## src/rtl/logic_gates_tester_pkg.sv

```systemverilog
// Shared encodings for the gate tester: FSM states, vector count, gate bit positions.
// Pure declarations; no logic, no latency, no flow control.
package logic_gates_tester_pkg;

    typedef enum logic [1:0] {
        ST_IDLE  = 2'd0,
        ST_DRIVE = 2'd1,
        ST_DONE  = 2'd2
    } state_e;

    localparam int NUM_VEC   = 4;
    localparam int NUM_GATES = 3;

    localparam int GATE_AND = 0;
    localparam int GATE_OR  = 1;
    localparam int GATE_NOT = 2;

endpackage

```

## src/rtl/logic_gates_expect.sv

```systemverilog
// Reference gate values {NOT,OR,AND} for operands (A,B).
// Purely combinational, zero latency, no backpressure.
module logic_gates_expect
    import logic_gates_tester_pkg::*;
(
    input  logic                 a,
    input  logic                 b,
    output logic [NUM_GATES-1:0] gates
);

    always_comb begin
        gates           = '0;
        gates[GATE_AND] = a & b;
        gates[GATE_OR]  = a | b;
        gates[GATE_NOT] = ~a;
    end

endmodule

```

## src/rtl/logic_gates_tester.sv

```systemverilog
// Walks operand vectors 00..11 through an external gate block and grades the returned AND/OR/NOT.
// Run length 4*SETTLE+1 cycles from start to done pulse; start is ignored while busy or done.
module logic_gates_tester
    import logic_gates_tester_pkg::*;
#(
    parameter int SETTLE = 2
) (
    input  logic       iClk,
    input  logic       iRst,
    input  logic       iStart,
    input  logic       iAnd,
    input  logic       iOr,
    input  logic       iNot,
    output logic       oA,
    output logic       oB,
    output logic       oBusy,
    output logic       oDone,
    output logic       oPass,
    output logic [2:0] oErrCnt,
    output logic [3:0] oErrMask,
    output logic [2:0] oFailGate
);

    state_e                state_q, state_d;
    logic [3:0]            cnt_q, cnt_d;
    logic [1:0]            vec_q, vec_d;
    logic                  a_q, a_d;
    logic                  b_q, b_d;
    logic                  pass_q, pass_d;
    logic [2:0]            err_cnt_q, err_cnt_d;
    logic [3:0]            err_mask_q, err_mask_d;
    logic [NUM_GATES-1:0]  fail_gate_q, fail_gate_d;
    logic [NUM_GATES-1:0]  exp_gates, obs_gates, mism;

    // Expected values follow the registered operands, i.e. the vector currently on the pins.
    logic_gates_expect u_expect (
        .a     (a_q),
        .b     (b_q),
        .gates (exp_gates)
    );

    always_comb begin
        obs_gates           = '0;
        obs_gates[GATE_AND] = iAnd;
        obs_gates[GATE_OR]  = iOr;
        obs_gates[GATE_NOT] = iNot;
        mism                = obs_gates ^ exp_gates;

        state_d     = state_q;
        cnt_d       = cnt_q;
        vec_d       = vec_q;
        pass_d      = pass_q;
        err_cnt_d   = err_cnt_q;
        err_mask_d  = err_mask_q;
        fail_gate_d = fail_gate_q;

        case (state_q)
            ST_IDLE: begin
                if (iStart) begin
                    state_d     = ST_DRIVE;
                    cnt_d       = '0;
                    vec_d       = '0;
                    pass_d      = 1'b0;
                    err_cnt_d   = '0;
                    err_mask_d  = '0;
                    fail_gate_d = '0;
                end
            end
            ST_DRIVE: begin
                if (cnt_q == 4'(SETTLE - 1)) begin
                    cnt_d = '0;
                    if (|mism) begin
                        err_mask_d[vec_q] = 1'b1;
                        err_cnt_d         = err_cnt_q + 3'd1;
                        fail_gate_d       = fail_gate_q | mism;
                    end
                    if (vec_q == 2'(NUM_VEC - 1)) begin
                        // Pass is latched on entry to DONE so it is valid alongside the done pulse.
                        state_d = ST_DONE;
                        vec_d   = '0;
                        pass_d  = (err_cnt_d == 3'd0);
                    end else begin
                        vec_d = vec_q + 2'd1;
                    end
                end else begin
                    cnt_d = cnt_q + 4'd1;
                end
            end
            ST_DONE: begin
                state_d = ST_IDLE;
            end
            default: begin
                state_d = ST_IDLE;
            end
        endcase

        a_d = (state_d == ST_DRIVE) && vec_d[1];
        b_d = (state_d == ST_DRIVE) && vec_d[0];
    end

    always_ff @(posedge iClk) begin
        if (iRst) begin
            state_q     <= ST_IDLE;
            cnt_q       <= '0;
            vec_q       <= '0;
            a_q         <= 1'b0;
            b_q         <= 1'b0;
            pass_q      <= 1'b0;
            err_cnt_q   <= '0;
            err_mask_q  <= '0;
            fail_gate_q <= '0;
        end else begin
            state_q     <= state_d;
            cnt_q       <= cnt_d;
            vec_q       <= vec_d;
            a_q         <= a_d;
            b_q         <= b_d;
            pass_q      <= pass_d;
            err_cnt_q   <= err_cnt_d;
            err_mask_q  <= err_mask_d;
            fail_gate_q <= fail_gate_d;
        end
    end

    assign oA        = a_q;
    assign oB        = b_q;
    assign oBusy     = (state_q == ST_DRIVE);
    assign oDone     = (state_q == ST_DONE);
    assign oPass     = pass_q;
    assign oErrCnt   = err_cnt_q;
    assign oErrMask  = err_mask_q;
    assign oFailGate = fail_gate_q;

endmodule

```

## config.mk

```make
export PLATFORM = sky130hd
export DESIGN_NAME = logic_gates_tester
export DESIGN_NICKNAME = d
export VERILOG_FILES = /design/src/rtl/logic_gates_tester_pkg.sv /design/src/rtl/logic_gates_expect.sv /design/src/rtl/logic_gates_tester.sv
export SDC_FILE = /design/constraint.sdc
export NUM_CORES = 1
export LEC_CHECK = 0
export BUFFER_PORTS_ARGS = -buffer_cell sky130_fd_sc_hd__buf_4
export CELL_PAD_IN_SITES_DETAIL_PLACEMENT = 1
export CELL_PAD_IN_SITES_GLOBAL_PLACEMENT = 1
export CORE_ASPECT_RATIO = 0.6
export CORE_MARGIN = 2
export CORE_UTILIZATION = 41
export DETAILED_ROUTE_END_ITERATION = 8
export MAX_ROUTING_LAYER = met4
export PLACE_DENSITY_LB_ADDON = 0.1
export SLEW_MARGIN = 20
export SYNTH_ARGS = -nofsm -noshare
export SYNTH_HDL_FRONTEND = slang
export SYNTH_SLANG_ARGS = --single-unit
```

## constraint.sdc

```tcl
create_clock -name iClk -period 2.3 [get_ports iClk]
set_clock_uncertainty 0.15 [all_clocks]
set_input_delay 0.345 -clock iClk [delete_from_list [all_inputs] [get_ports iClk]]
set_output_delay 0.345 -clock iClk [all_outputs]
set_load 0.01 [all_outputs]
```

* Word-level counts from Yosys, hierarchy flattened
Index checks and enable logic that the tools add are counted.
W data, S select, Z words.
** Word-level totals
- ROM bits :: 0
- Latch bits :: 0
- Memories kept :: 0
- Memory bits (writable) :: 0
- Word-level logic and storage cells :: 69
- Output and inout bits :: 15
- Register bits :: 21
- Input port bits :: 6
** Operators by class
- Reductions and logical operators :: 11
- Shift operators :: 0
- $add $sub $neg :: 3
- Multiply operators :: 0
- Eq/ne operators :: 9
- Multiplexer cells :: 29
- Bitwise operators :: 6
- Magnitude comparators :: 2
- Divide/modulo/power cells :: 0
** Operator list (number)
- $mux W3 :: 7
- $mux W4 :: 4
- $pmux W4 S2 :: 2
- $mux W2 :: 6
- $pmux W3 S2 :: 2
- $pmux W2 S2 :: 2
- $reduce_and A4 Y1 :: 2
- $ne A2 B1 Y1 const B :: 3
- $add A4 B1 Y4 const B :: 1
- $eq A2 B1 Y1 const B :: 2
- $eq A2 B2 Y1 const B :: 2
- $eq A4 B1 Y1 const B :: 1
- $mux W1 :: 4
- $or A4 B4 Y4 :: 1
- $add A3 B1 Y3 const B :: 1
- $logic_and A1 B1 Y1 :: 3
- $logic_not A3 Y1 :: 1
- $lt A2 B3 Y1 const B :: 1
- $or A3 B3 Y3 :: 1
- $reduce_and A3 Y1 :: 1
- $reduce_or A3 Y1 :: 1
- $xor A3 B3 Y3 :: 1
- $add A2 B1 Y2 const B :: 1
- $demux W1 S2 :: 1
- 9 further kinds :: 9

* Logic depth before layout (Yosys ltp)
Gate-level depths: netlist (run 1).
- Depth after elaboration :: 10
- Gate-level depth with buffers :: 8
- Depth with buffers taken out :: 7

* By module
Synthesis (run 1) repeated with hierarchy kept, for this count alone.
** Unflattened totals
- Cells, all modules :: 105
- Area total of the unflattened synthesis :: 1026.0 um^2
** Modules (own cells, without submodules)
- logic_gates_tester :: seq. area each 420.4 um^2, instances 1, area each 1008.5 um^2, cells an instance 102
- logic_gates_expect :: seq. area each 0.0 um^2, instances 1, area each 17.5 um^2, cells an instance 3

* Least setup slack after synthesis (run 1)
No wires, ideal clock.
- Kind :: register -> register
- Start :: register a_q (netlist: oA)
- End :: register err_cnt_q[0] (netlist: oErrCnt[0])
- Required time :: 2.029 ns
- Arrival time :: 1.413 ns
- Path slack :: 0.616 ns
- Period minus slack after synthesis :: 1.684 ns
- Cell stages (with the launch flop) :: 7
- Setup time :: 0.121 ns
- Buffers on the path :: 1
- Path through :: dfxtp_1 > nor4b_2 > a22o_2 > a31oi_4 > and2_4 > buf_6 > mux2_2
** On the way
- Longest elaborated chain between the ends :: 8
- Elaborated cells on any way between the ends :: 10
- Those cells by class :: 5 x mux; 4 x bitwise; 1 x reduce/logical
** RTL lines
- start: declaration :: RTL line logic_gates_tester.sv:27 : logic a_q, a_d;
- start signal: assignment :: RTL line logic_gates_tester.sv:106 : a_q <= 1'b0;
- start signal: assignment :: RTL line logic_gates_tester.sv:116 : a_q <= a_d;
- $and A1 B1 Y1, or another cell as far along :: RTL line logic_gates_expect.sv:13 : gates[GATE_AND] = a & b;
- $xor A3 B3 Y3 (*) :: RTL line logic_gates_tester.sv:47 : mism = obs_gates ^ exp_gates;
- $reduce_or A3 Y1 (*) :: RTL line logic_gates_tester.sv:72 : if (|mism) begin
- $mux W3 (*) :: RTL line logic_gates_tester.sv:72
- $mux W3 (*) :: RTL line logic_gates_tester.sv:70 : if (cnt_q == 4'(SETTLE - 1)) begin
- $mux W3 (*) :: RTL line logic_gates_tester.sv:57 : case (state_q)
- $mux W3 (*) :: RTL line logic_gates_tester.sv:70
- $pmux W3 S2 (*) :: RTL line logic_gates_tester.sv:57
- end signal: assignment :: RTL line logic_gates_tester.sv:119 : err_cnt_q <= err_cnt_d;
- end: declaration :: RTL line logic_gates_tester.sv:30 : logic [2:0] err_cnt_q, err_cnt_d;
Mark *: on every way between the ends. The rest lies on a longest branch, timed or not. The select of a mux whose other input is x is not followed.
A chain may end at the register's enable or synchronous reset.

* Final worst setup path (run 1)
- Start :: register cnt_q[0]
- End :: register err_cnt_q[0] (netlist: oErrCnt[0])
** On the way
- Longest elaborated chain between the ends :: 3
** RTL lines
- start: declaration :: RTL line logic_gates_tester.sv:25 : logic [3:0] cnt_q, cnt_d;
- start signal: assignment :: RTL line logic_gates_tester.sv:114 : cnt_q <= cnt_d;
- $eq A4 B1 Y1 :: RTL line logic_gates_tester.sv:70
- $ne A2 B1 Y1 (no source line)
- $reduce_and A3 Y1 (no source line)
Every way passes these cells.

==> results of run 1 <==
==> cell families (layout without fill, tap and decap cells) <==
| logic type | after synthesis | after routing | synth area share (%) |
|---|---|---|---|
| fa+ha+maj | 7 | 7 | 8.055 |
| compound gates | 28 | 28 | 20.02 |
| xor+xnor | 4 | 4 | 3.222 |
| flops | 21 | 21 | 38.66 |
| buf+inv | 6 | 28 | 3.682 |
| mux | 2 | 2 | 1.956 |
| simple gates | 42 | 42 | 24.40 |
==> worst max-delay path, stage by stage, from the launching register on <==
cell     delay, ns
dfxtp_1       0.40
ha_1          0.19
nor3b_2       0.33
nand2_1       0.13
or2_0         0.24
o22ai_1       0.24
mux2_2        0.19
==> worst max-delay path by stage <==
stage	start	cells after the start	slack, ns	endpoint
3_5_place_dp	cnt_q[0]	6	0.43	oErrCnt[0]
6_report	cnt_q[0]	6	0.39	oErrCnt[0]
5_1_grt	cnt_q[0]	6	0.24	oErrCnt[0]
2_1_floorplan	oA	6	0.62	oErrCnt[0]
3_3_place_gp	cnt_q[0]	6	0.45	oErrCnt[0]
4_1_cts	cnt_q[0]	6	0.40	oErrCnt[0]
==> power by group through the flow <==
| stage | combinational (µW) | sequential (µW) | clock (µW) |
|---|---|---|---|
| final | 83.7 | 380 | 235 |
| after global routing | 93.4 | 381 | 262 |
| after CTS | 84.9 | 380 | 247 |
| after detailed placement | 83.9 | 389 | 0 |
| after global placement | 81.2 | 388 | 0 |
| after floorplan | 51.2 | 389 | 0 |
==> metrics by stage <==
step                util (%)  instance area [µm²]  setup WS, ns
finish                 51.80                 1297        0.3852
detailed placement     50.00                 1252        0.4283
global placement       50.00                 1252        0.4525
floorplan                  -                 1087        0.6164
global route           51.80                 1297        0.2408
CTS                    51.80                 1297        0.3992
==> final cells by class <==
cell class | instances | area share (%)
multi-input combinational | 83 | 48.31
sequential | 21 | 32.40
timing repair buffer | 20 | 11.57
clock buffer | 4 | 3.472
tap | 32 | 3.086
inverter | 4 | 1.157
==> registers in the layout, indices dropped and copies added (netlist names) <==
register / flops
cnt_q: 4
oA: 1
oB: 1
oErrCnt: 3
oErrMask: 4
oFailGate: 3
oPass: 1
state_q: 2
vec_q: 2
==> layer usage <==
layer,global-route usage (%),vias to the layer above,part of all wire (%)
li1,-,443,-
met4,3.462,0,0
met1,25.46,407,52
met5,-,-,0
met3,5.814,0,6.0
met2,27.55,21,42
==> layout by cell type (no fill, tap or decap), drive strengths merged, types with 2 or more instances in the layout <==
master   n
dfxtp   21
buf     20
nor2    14
a21oi    9
ha       7
a22o     7
nor2b    5
inv      4
xnor2    4
nor3b    4
clkbuf   4
nor3     3
nand2b   3
nand2    2
nand3    2
o21ai    2
nor4b    2
a31oi    2
or2      2
a21o     2
==> impl_metrics.toml, run 1 <==
[yosys]
synth_edf_count = 0
synth_cells = 110
synth_async_sr_flop_share_pct = 0
synth_nets = 123
ys_seq_area_share_pct = 38.67
netlist_area_um2 = 1087
synth.most_common_cell = "dfxtp_1"
avgSynthCellArea_um2 = 9.884
synth_top_area_share_pct = 38.67
yosys.cell_types.count = 43
yosys_warnings = 0
synthTopCellsByCount = "21 x dfxtp_1, 14 x nor2_1, 8 x a21oi_1, 7 x ha_1, 6 x a22o_1"
ys.flop_type = "dfxtp_1"
ys_seq_elements = 21
synth_top_area_cell = "dfxtp_1"
ys_top_cells_by_area = "dfxtp_1 39%, ha_1 8.1%, nor2_1 4.8%, a22o_1 4.8%, a21oi_1 3.7%"

[global_routing]
grt_use_total_pct = 18.68
grt_max_degree = 16
overflow = 0
antenna_found_initial = 0
grt_pass1_vias = 853
grt_pass1_wl_um = 4257

[power_and_ir_drop]
p_seq_share_pct = 54.3
pwr-share-comb_pct = 12.0
p_leak_uw = 0.0005364
swShare_pct = 23.79
p_sw_uw = 166.3
p_int_uw = 532.7
peakVddDrop_mv = 0.3067
power_density_nw_per_um2 = 538.7
finalPower_uw = 699.0
p_clk_share_pct = 33.7

[timing]
tightest_slew_ns = 0.3774
fin_crit_sh_pct = 83.25
slew_violations = 0
min_period_ns = 1.915
setup_viol = 0
setup_tns_ns = 0
rsz0062_at_grt = "no"
max_freq_ghz = 0.5223
fin_hold_ws_ns = 0.2230
slew_headroom_pct = 74.79
hold_viol = 0

[cells_and_area]
multi_input_area_um2 = 626.9
antennaDiodeCount = 0
drive_above_1_share_pct = 27.27
seq_area_um2 = 420.4
area_growth_pct = 19.33
fin_cells = 164
fill_cells = 295
final_nets = 146

[worst_setup_path]
r2r-start = "cnt_q[0]"
crit_arrival_ns = 1.97
cp-end-kind = "flop"
r2r_slack_ns = 0.39
required_ns = 2.36
crit_fanout = 5
critical_path_class = "flop to flop"
r2r_end = "oErrCnt[0]"
cp-start-kind = "flop"
r2r_cells = 6

[clock_network]
cts_made_buffers = 3
clkLatencyLatePin_ns = 0.26
htree_levels = 1
postCtsSetupRepairBufs = 0
clk_path_buf_depth = 2
cts-root-buf = "clkbuf_8"
clk_pin_slew_ns = 0.07
cts_tree = "done"
ctsResizeCount = 0
holdBufCountCts = 0
clock-sinks = 21

[die]
die_h_um = 43.89
initial_core_util_pct = 43.41
ioPinCount = 21
die_w_um = 70.48
core_um2 = 2505
design.die.area_um2 = 3093
rows = 14

[detailed_routing]
ant_nets = 0
drc = 0
post_drt_via_cell_ratio = 5.311
wl_per_cell_um = 15.31
drt_iter0_markers = 24
dr.pass1.iters = 4
finalWirelength_um = 2511
vias = 871

[worst_hold_path]
hold_end = "oPass"
hp-class = "input pin to flop"
min-delay-start = "iRst"
min_path_cells = 2

[place]
dp.cells = 160
gp_congestion = 0.8395
dpl.hpwl_um = 1938
port_buffers = 20

[run_status]
status = "complete, no violations"

[flow_run]
cap_violations = 0
Note: power is estimated with default switching activity, not from simulation.
==> run 2: changes to the inputs <==
--- a/config.mk
+++ b/config.mk
@@ -10,7 +10,7 @@
 export CELL_PAD_IN_SITES_GLOBAL_PLACEMENT = 1
 export CORE_ASPECT_RATIO = 0.6
 export CORE_MARGIN = 2
-export CORE_UTILIZATION = 41
+export CORE_UTILIZATION = 37
 export DETAILED_ROUTE_END_ITERATION = 8
 export MAX_ROUTING_LAYER = met4
 export PLACE_DENSITY_LB_ADDON = 0.1
==> constraint.sdc (replaced) <==
create_clock -name iClk -period 1.7 [get_ports iClk]
set_clock_uncertainty 0.15 [all_clocks]
set_input_delay 0.255 -clock iClk [delete_from_list [all_inputs] [get_ports iClk]]
set_output_delay 0.255 -clock iClk [all_outputs]
set_load 0.01 [all_outputs]
==> run 2 against run 1 <==
  * The flow now finishes with violations (setup timing)
  * Sequential share of layout area down 3.1 points
  * Critical path type unchanged
  * Cell area up 12%
  * Maximum frequency up 12%
  * Combinational power is 78% higher
  * Critical path depth is 2 lower
  * Register-to-register slack got worse by 0.40 ns
  * Largest cell class unchanged
  * Sequential power is 36% higher
  * First-iteration DRC count rose to 3.0 times the previous value
  * Setup slack worse by 0.40 ns
  * Non-clock buffer count up 9
  * Global-route usage is 0.15 points lower
==> impl_metrics.toml, run 2 (synthesized netlist as in run 1, its figures left out) <==
[die]
ioPinCount = 21
rows = 15
die_w_um = 73.99
core_um2 = 2834
die_h_um = 45.99
initial_core_util_pct = 38.37
design.die.area_um2 = 3403

[timing]
slew_headroom_pct = 67.92
slew_violations = 0
tightest_slew_ns = 0.4803
setup_tns_ns = -0.01680
setup_viol = 1
fin_crit_sh_pct = 101.0
min_period_ns = 1.717
max_freq_ghz = 0.5825
hold_viol = 0
rsz0062_at_grt = "yes"
setup_slack_ns = -0.01680

[flow_run]
cap_violations = 0

[global_routing]
antenna_found_initial = 0
grt_pass1_vias = 917
overflow = 0
grt_use_total_pct = 18.53
grt_max_degree = 16
grt_pass1_wl_um = 4409

[place]
gp_congestion = 0.7841
port_buffers = 20
dpl.hpwl_um = 2129
dp.cells = 177

[power_and_ir_drop]
swShare_pct = 26.20
peakVddDrop_mv = 0.3530
p_sw_uw = 261.8
pwr-share-comb_pct = 14.9
power_density_nw_per_um2 = 685.5
p_int_uw = 737.4
p_leak_uw = 0.0005965
p_seq_share_pct = 51.5
p_clk_share_pct = 33.6

[detailed_routing]
drc = 0
ant_nets = 0
drt_iter0_markers = 73
wl_met3_um = 134
wl_per_cell_um = 16.42
vias = 923
top_layer = "met4"
post_drt_via_cell_ratio = 5.044
drt-met1-wl_um = 1537
dr.pass1.iters = 4
dr_wl_met2_um = 1325
finalWirelength_um = 3005

[worst_setup_path]
slowest_stage = "dfxtp_1"
max_stage_delay_ns = 0.50
critical_path_class = "flop to flop"
cp-end-kind = "flop"
crit_fanout = 7
crit_arrival_ns = 1.75
required_ns = 1.73
critical-path-top-delay-family = "simple AND/OR/NAND/NOR gates"
path_buf_inv = 0
cp-start-kind = "flop"
crit_chain = "nor2b_4 > nand2_2 > or3_4 > a211oi_2"

[cells_and_area]
final_common_cell = "buf_4"
area_growth_pct = 34.06
seq_area_um2 = 426.7
fin_cells = 183
final_nets = 155
multi_input_area_um2 = 699.4
fill_cells = 328
antennaDiodeCount = 0
drive_above_1_share_pct = 43.97
final_cell_mix = "29 x buf_4, 16 x dfxtp_1, 13 x nor2_1, 6 x a22o_1, 6 x ha_1"

[run_status]
status = "finished with violations"
violations = "setup timing"

[clock_network]
clkLatencyLatePin_ns = 0.26
cts_tree = "done"
htree_levels = 1
clk_path_buf_depth = 2
cts-root-buf = "clkbuf_8"
holdBufCountCts = 0
cts_made_buffers = 3
clk_pin_slew_ns = 0.08
clock-sinks = 21

[worst_hold_path]
hp-class = "input pin to flop"
run 2: changes by cell type in the layout (fill, tap and decap cells not counted), moves of 3 or more:
cell,delta
a21oi_2,+3
dfxtp_1,-5
dfxtp_2,+5
buf_4,+9
a21oi_1,-3
run 2: per-stage QoR:
step	worst slack (ns)	total power, µW	utilization [%]	cell area [µm²]	hold WS (ns)
4_1_cts	0.007033	988.2	48.70	1380	0.1173
5_1_grt	-0.07096	1035	51.43	1458	0.1612
3_5_place_dp	-0.04012	651.4	46.49	1318	0.3136
6_report	-0.01680	999.2	51.43	1458	0.1553
2_1_floorplan	0.01643	595.1	-	1087	0.2943
3_3_place_gp	-0.008516	646.8	46.49	1318	0.2979
run 2: what timing repair did:
action / CTS / global route
cloned: 0 / 0
setup buffers: 1 / 1
setup endpoints to repair: 8 / 11
pin swaps: 0 / 2
resized for setup: 3 / 19
run 2: power by group through the flow:
stage / Clock [µW] / Combinational [µW] / Sequential [µW]
5_1_grt: 357 / 161 / 517
3_5_place_dp: 0 / 127 / 524
3_3_place_gp: 0 / 124 / 523
6_report: 335 / 149 / 515
2_1_floorplan: 0 / 69.3 / 526
4_1_cts: 343 / 132 / 512
run 2: layout make-up:
| class | instances | share of cell area, % |
|---|---|---|
| multi-input cells | 83 | 47.98 |
| flip-flops and latches | 21 | 29.27 |
| repair buffers | 29 | 14.94 |
| well taps | 42 | 3.605 |
| clock buffers | 3 | 2.833 |
| inverters | 4 | 1.030 |
| clock inverters | 1 | 0.3433 |
run 2: final timing paths:
path / slack, ns / from / endpoint / cells past startpoint
max: -0.02 / state_q[0] / oB / 4
min: 0.16 / iRst / vec_q[0] / 2
max reg2reg: -0.02 / state_q[0] / oB / 4
min reg2reg: 0.33 / oFailGate[2] / oFailGate[2] / 2
run 2: routing by layer:
metal,up-vias,GRT usage [%]
met5,-,-
li1,459,-
met1,446,27.09
met2,16,25.00
met4,0,4.000
met3,2,5.088
